$ cat src/rtl/mem_ctrl_pkg.sv
// Shared definitions for the EX/MEM -> MEM/WB data-memory access sequencer.
package mem_ctrl_pkg;

  localparam int CNT_W       = 8;
  localparam int TIMEOUT_DEF = 255;

  typedef enum logic [1:0] {
    ST_IDLE   = 2'd0,
    ST_ACCESS = 2'd1,
    ST_DONE   = 2'd2,
    ST_ERR    = 2'd3
  } state_e;

endpackage

$ cat src/rtl/mem_timeout_ctr.sv
// Counts ACCESS cycles without an acknowledge; flags the cycle that exhausts the budget.
module mem_timeout_ctr
  import mem_ctrl_pkg::*;
#(
  parameter int TIMEOUT = TIMEOUT_DEF
) (
  input  logic CLK,
  input  logic RESET_N,
  input  logic clr,
  input  logic en,
  output logic expired
);

  logic [CNT_W-1:0] count_q, count_d;

  always_comb begin
    count_d = count_q;
    if (clr) begin
      count_d = '0;
    end else if (en) begin
      count_d = count_q + 1'b1;
    end
  end

  always_ff @(posedge CLK or negedge RESET_N) begin
    if (!RESET_N) begin
      count_q <= '0;
    end else begin
      count_q <= count_d;
    end
  end

  // count_q holds the number of already-waited cycles, so TIMEOUT-1 marks the last one.
  assign expired = en && (count_q == CNT_W'(TIMEOUT - 1));

endmodule

$ cat src/rtl/mem_access_ctrl.sv
// Turns an EX/MEM load/store into a req/ack memory transaction, stalling upstream
// and bubbling MEM/WB until the access retires.
module mem_access_ctrl
  import mem_ctrl_pkg::*;
#(
  parameter int ADDR_W  = 64,
  parameter int DATA_W  = 64,
  parameter int TIMEOUT = TIMEOUT_DEF
) (
  input  logic              CLK,
  input  logic              RESET_N,
  input  logic              MEM_READ,
  input  logic              MEM_WRITE,
  input  logic [ADDR_W-1:0] ADDR,
  input  logic [DATA_W-1:0] WDATA,
  output logic              DM_REQ,
  output logic              DM_WE,
  output logic [ADDR_W-1:0] DM_ADDR,
  output logic [DATA_W-1:0] DM_WDATA,
  input  logic              DM_ACK,
  input  logic [DATA_W-1:0] DM_RDATA,
  output logic [DATA_W-1:0] LOAD_DATA,
  output logic              STALL,
  output logic              WB_BUBBLE,
  output logic              BUS_ERR
);

  state_e            state_q, state_d;
  logic              req_q, req_d;
  logic              we_q, we_d;
  logic              err_q, err_d;
  logic [ADDR_W-1:0] addr_q, addr_d;
  logic [DATA_W-1:0] wdata_q, wdata_d;
  logic [DATA_W-1:0] load_q, load_d;
  logic              tmo_expired;

  mem_timeout_ctr #(
    .TIMEOUT (TIMEOUT)
  ) u_tmo (
    .CLK     (CLK),
    .RESET_N (RESET_N),
    .clr     (state_q == ST_IDLE),
    .en      ((state_q == ST_ACCESS) && !DM_ACK),
    .expired (tmo_expired)
  );

  always_comb begin
    state_d = state_q;
    req_d   = req_q;
    we_d    = we_q;
    err_d   = err_q;
    addr_d  = addr_q;
    wdata_d = wdata_q;
    load_d  = load_q;
    case (state_q)
      ST_IDLE: begin
        if (MEM_READ && MEM_WRITE) begin
          err_d   = 1'b1;
          state_d = ST_ERR;
        end else if (MEM_READ ^ MEM_WRITE) begin
          req_d   = 1'b1;
          we_d    = MEM_WRITE;
          addr_d  = ADDR;
          wdata_d = WDATA;
          state_d = ST_ACCESS;
        end
      end
      ST_ACCESS: begin
        // An acknowledge in the expiring cycle still completes the access.
        if (DM_ACK) begin
          if (!we_q) begin
            load_d = DM_RDATA;
          end
          req_d   = 1'b0;
          state_d = ST_DONE;
        end else if (tmo_expired) begin
          req_d   = 1'b0;
          err_d   = 1'b1;
          state_d = ST_ERR;
        end
      end
      ST_DONE: state_d = ST_IDLE;
      ST_ERR:  state_d = ST_ERR;
      default: state_d = ST_IDLE;
    endcase
  end

  always_ff @(posedge CLK or negedge RESET_N) begin
    if (!RESET_N) begin
      state_q <= ST_IDLE;
      req_q   <= 1'b0;
      we_q    <= 1'b0;
      err_q   <= 1'b0;
      addr_q  <= '0;
      wdata_q <= '0;
      load_q  <= '0;
    end else begin
      state_q <= state_d;
      req_q   <= req_d;
      we_q    <= we_d;
      err_q   <= err_d;
      addr_q  <= addr_d;
      wdata_q <= wdata_d;
      load_q  <= load_d;
    end
  end

  assign DM_REQ    = req_q;
  assign DM_WE     = we_q;
  assign DM_ADDR   = addr_q;
  assign DM_WDATA  = wdata_q;
  assign LOAD_DATA = load_q;
  assign BUS_ERR   = err_q;
  assign STALL     = ((state_q == ST_IDLE) && (MEM_READ || MEM_WRITE)) ||
                     (state_q == ST_ACCESS) || (state_q == ST_ERR);
  assign WB_BUBBLE = STALL;

endmodule

$ cat config.mk
export PLATFORM = sky130hd
export DESIGN_NAME = mem_access_ctrl
export DESIGN_NICKNAME = d
export VERILOG_FILES = /design/src/rtl/mem_ctrl_pkg.sv /design/src/rtl/mem_timeout_ctr.sv /design/src/rtl/mem_access_ctrl.sv
export SDC_FILE = /design/constraint.sdc
export NUM_CORES = 1
export LEC_CHECK = 0
export CAP_MARGIN = 5
export CELL_PAD_IN_SITES_DETAIL_PLACEMENT = 0
export CELL_PAD_IN_SITES_GLOBAL_PLACEMENT = 2
export CORE_ASPECT_RATIO = 0.6
export CORE_MARGIN = 3
export CORE_UTILIZATION = 28
export DETAILED_ROUTE_END_ITERATION = 10
export GPL_TIMING_DRIVEN = 0
export PLACE_DENSITY_LB_ADDON = 0.1
export SETUP_SLACK_MARGIN = 0.15
export SYNTH_ARGS = -nofsm -noshare
export SYNTH_HDL_FRONTEND = slang
export SYNTH_SLANG_ARGS = --single-unit
$ cat constraint.sdc
create_clock -name CLK -period 2.3 [get_ports CLK]
set_clock_uncertainty 0.2 [all_clocks]
set_input_delay 0.46 -clock CLK [delete_from_list [all_inputs] [get_ports CLK]]
set_output_delay 0.46 -clock CLK [all_outputs]
set_load 0.1 [all_outputs]
; Yosys cells after proc, flatten, opt, wreduce, memory -nomap -nowiden
; Cells that the tools add are included.
[classes]
n_reduce_logical = 16
eq_ne = 11
n_div = 0
bitwise_logic = 3
mux = 16
shift = 0
magnitude_cmp = 0
addsub = 1
n_mul = 0
[op_table]
columns = cell, n
row1 = $mux W8, 2
row2 = $ne A2 B2 Y1 const B, 5
row3 = $add A8 B1 Y8 const B, 1
row4 = $eq A8 B8 Y1 const B, 1
row5 = $mux W2, 4
row6 = $pmux W2 S4, 1
row7 = $reduce_and A4 Y1, 2
row8 = $mux W1, 7
row9 = $ne A3 B3 Y1 const B, 2
row10 = $reduce_and A3 Y1, 2
row11 = $eq A2 B2 Y1 const B, 2
row12 = $logic_and A1 B1 Y1, 4
row13 = $pmux W1 S2, 2
row14 = $reduce_bool A2 Y1, 2
row15 = $logic_or A1 B1 Y1, 3
row16 = $eq A2 B1 Y1 const B, 1
row17 = $logic_not A2 Y1, 1
row18 = $not A1 Y1, 2
row19 = $reduce_and A2 Y1, 1
row20 = $logic_not A1 Y1, 1
row21 = $xor A1 B1 Y1, 1
[totals]
ram_bits = 0
inputBits = 197
romBits = 0
ff_bits = 205
n_memories = 0
elab_cells = 55
latch_bits = 0

; Depth between registers and ports, before layout
[depth]
ltp_word = 6
depth_mapped = 6
mapped_depth_nobuf = 5

; Cells and area by module
; Synthesis repeated with hierarchy kept, for this count alone.
[unflattened]
hier_cells = 473
area_unflattened_um2 = 7830.0
[by_module_without_submodules]
columns = module, area_each_um2, seq_area_each_um2, cells_per_inst, instances
row1 = mem_access_ctrl, 7418.4, 4929.7, 432, 1
row2 = mem_timeout_ctr, 411.6, 200.2, 41, 1

; Worst setup path after synthesis
; OpenSTA, ideal clock, no wires.
[synth_path]
path_kind = input-to-output
from = in MEM_READ
to = out WB_BUBBLE
cell_stages = 6
required_time_ns = 1.640
path_slack_ns = -0.216
arrival_ns = 1.856
n_path_buf = 1
cell_sequence = inv_1 > ha_1 > nor2_1 > nor2_1 > inv_1 > buf_4
[synth_via]
elab_chain_len = 4
[synth_lines]
columns = item, line_no
row1 = start: declaration, mem_access_ctrl.sv:12  ; input logic MEM_READ,
row2 = $logic_or A1 B1 Y1, mem_access_ctrl.sv:114  ; assign STALL = ((state_q == ST_IDLE) && (MEM_READ || MEM_WRITE)) ||
row3 = $logic_and A1 B1 Y1, mem_access_ctrl.sv:114
row4 = $logic_or A1 B1 Y1, mem_access_ctrl.sv:114
row5 = $logic_or A1 B1 Y1, mem_access_ctrl.sv:115  ; (state_q == ST_ACCESS) || (state_q == ST_ERR);
row6 = end: declaration, mem_access_ctrl.sv:24  ; output logic WB_BUBBLE,
; No other way between the ends.

; Worst setup path in the final report
[layout_path]
from = reg state_q[0]
to = out WB_BUBBLE
[layout_via]
elab_chain_len = 4
word_cells_on_any_way = 6
classes_between = eq/ne: 2 / reduce/logical: 4
[layout_lines]
columns = item, line_no
row1 = start: declaration, mem_access_ctrl.sv:28  ; state_e state_q, state_d;
row2 = start signal: assignment, mem_access_ctrl.sv:98  ; state_q <= state_d;
row3 = $logic_not A2 Y1, mem_access_ctrl.sv:114
row4 = $logic_and A1 B1 Y1, mem_access_ctrl.sv:114
row5 = $logic_or A1 B1 Y1, mem_access_ctrl.sv:114
row6 = $logic_or A1 B1 Y1 (*), mem_access_ctrl.sv:115
; Mark *: on every way between the ends. The rest lies on a longest branch, timed or not.

==> metrics.cfg <==
[setup_path]
endpoint_class_of_the_critical_path = output pin
critPathRequiredTime_ps = 1640
timing.critical_path.arrival_ps = 1520
setup.worst_path.start_class = flop
ff2ff_setup_slack_ps = 300
crit_path_max_fanout = 4
critPathKind = flop to output pin

[floorplan]
initial_utilization_pct = 28.60
core_box_area_um2 = 30160
std_cell_rows = 49
die_height_um = 142.0
die_area_um2 = 33020
top_level_ports = 394
floorplan.die.width_um = 232.6

[detailed_routing]
post_drt_via_cell_ratio = 4.219
routed_wire_length_per_instance_um = 20.16
detailed_route_iter0_violations = 132
final_antenna_net_count = 0
drt_drc_violations_left = 0
routed-via-count = 5556
drt_wl_total_um = 26550
drt_first_pass_iters = 4

[cells_and_area]
area.sequential_um2 = 5132
multi_input_area_um2 = 3188
drive_above_1_share_pct = 51.43
layout.nets = 1096
syn_to_final_growth_pct = 62.03
nFillCells = 2708

[sta]
final_hold_violating_endpoints = 0
slew_headroom_pct = 41.24
max_freq_ghz = 0.4596
final.min_clock_period_ps = 2176
final_worst_setup_slack_ps = 124.3
finalSetupViolCount = 0
timing_max_transition_violations_final = 0
tightestPinTransition_ps = 881.5
finalCritPeriodShare_pct = 94.59
rsz0062_at_grt = yes

[yosys]
synth_area_per_cell_um2 = 18.28
synthesis.yosys.warnings = 0
synth_edf_count = 0
synthArstFlopShare_pct = 100.0
synthDistinctLibCells = 33
syn_inst = 472
synth_largest_area_cell = sky130_fd_sc_hd__dfrtp_1
ys_top_cells_by_count = sky130_fd_sc_hd__dfrtp_1 (205), sky130_fd_sc_hd__mux2_4 (170), sky130_fd_sc_hd__mux2_2 (19)
largest_cells_by_area_after_synthesis = sky130_fd_sc_hd__dfrtp_1 (59%), sky130_fd_sc_hd__mux2_4 (30%), sky130_fd_sc_hd__mux2_2 (2.5%), sky130_fd_sc_hd__buf_6 (1.8%), sky130_fd_sc_hd__buf_12 (1.6%)
fraction_of_synthesized_cell_area_taken_by_the_top_area_cell_type_pct = 59.46
synth-seq-cells = 205
syn_nets = 673
seq_area_frac_synth_pct = 59.46
syn_std_cell_area_um2 = 8627
synth.most_common_cell = sky130_fd_sc_hd__dfrtp_1
synth_flop_cell = sky130_fd_sc_hd__dfrtp_1

[min_path]
hold_path.class = primary input to flop

[placed_design]
detailed_place_hpwl_um = 19900
detailedPlace.worstSlack_ps = -1203
port_buffers = 393
place.gp.congestion = 0.8084

[clock_tree]
tritoncts_clock_tree = built
root_buffer = sky130_fd_sc_hd__clkbuf_16
worstSkewPairLatency_ps = 500
cts-buffers-inserted = 23
numClockSinks = 205
htreeDepth = 1
path_clk_slew_ps = 60
clock_path_buffers = 3

[flow_run]
cap_viol_max_count = 0

[outcome]
run_status = finished, final reports clean

[global_routing]
first_pass_grt_wire_length_um = 40120
groute.usage.overall_pct = 15.79
grt_max_degree = 112
antenna_found_initial = 3
first_global_vias = 6325
grt_remaining_overflow = 0

## state kept, by name, indices dropped and copies added (netlist names)
register,cells
DM_ADDR,64
DM_WDATA,64
DM_WE,1
state_q,2
LOAD_DATA,64
DM_REQ,1
u_tmo.count_q,8
BUS_ERR,1
## critical path: stages, from the launching register on
cell	delay [ps]
sky130_fd_sc_hd__dfrtp_2	440
sky130_fd_sc_hd__nor2_4	130
sky130_fd_sc_hd__clkinvlp_4	140
sky130_fd_sc_hd__buf_12	140
sky130_fd_sc_hd__buf_8	160
## cells by family after synthesis
logic type / synth area share, %
adders and majority gates: 0.5802
DFF: 59.46
buffers and inverters: 3.901
and+or+nand+nor: 1.465
muxes: 32.59
AOI/OAI and AO/OA: 2.002
## routing by layer
| metal | vias up | wire [µm] | GRT usage (%) |
|---|---|---|---|
| met2 | 174 | 12830 | 26.22 |
| li1 | 2512 | - | - |
| met4 | 6 | 536 | 3.010 |
| met1 | 2825 | 11190 | 20.40 |
| met5 | - | 35 | 0 |
| met3 | 39 | 1954 | 5.200 |
## area by class of cell
class,count,area share (%)
sequential,205,36.72
clock inverter,6,0.5729
timing repair buffer,398,28.80
clock buffer,32,4.789
inverter,6,0.3133
buffer,24,2.336
multi-input combinational,237,22.81
tap,408,3.652
antenna,1,0.01790
## placed cells by master, fill, tap and decap left out, types with 5 or more instances in the layout
cell type / n
sky130_fd_sc_hd__mux2_2: 19
sky130_fd_sc_hd__nand3_1: 5
sky130_fd_sc_hd__clkbuf_8: 6
sky130_fd_sc_hd__buf_6: 14
sky130_fd_sc_hd__mux2_4: 170
sky130_fd_sc_hd__dfrtp_1: 203
sky130_fd_sc_hd__buf_2: 25
sky130_fd_sc_hd__clkdlybuf4s18_2: 59
sky130_fd_sc_hd__clkdlybuf4s15_2: 113
sky130_fd_sc_hd__buf_12: 8
sky130_fd_sc_hd__clkbuf_16: 23
sky130_fd_sc_hd__clkdlybuf4s50_1: 193
## metrics by stage
step,setup TNS (ps),utilization [%],hold WS [ps],instance area (µm²),instances
3_3_place_gp,-1722760,43.54,276.4,13130,1273
3_5_place_dp,-47390,43.65,283.5,13170,1274
2_1_floorplan,0,-,-35.59,8688,472
4_1_cts,0,46.96,240.5,14170,1314
5_1_grt,0,46.33,147.7,13980,1316
6_report,0,46.34,162.1,13980,1317
## worst paths after layout
| path | depth (start not counted) | from | to |
|---|---|---|---|
| worst max-delay path | 4 | state_q[0] | WB_BUBBLE |
| worst min-delay path | 2 | MEM_WRITE | DM_WE |
| worst max register to register | 6 | state_q[1] | DM_ADDR[51] |
| worst min register to register | 1 | LOAD_DATA[1] | LOAD_DATA[1] |
| max in group asynchronous | 3 | RESET_N | state_q[0] |
| min in group asynchronous | 2 | RESET_N | DM_WDATA[6] |
## repair_timing
item	CTS	global route
hold buffers	1	0
hold endpoints to repair	110	0
resized for setup	619	97
pin swaps	0	0
setup endpoints to repair	207	78
setup buffers	1	2
gates cloned	0	0
Power is not shown: default switching activity piles up to over one toggle a cycle in this logic, so the estimate is an artifact.
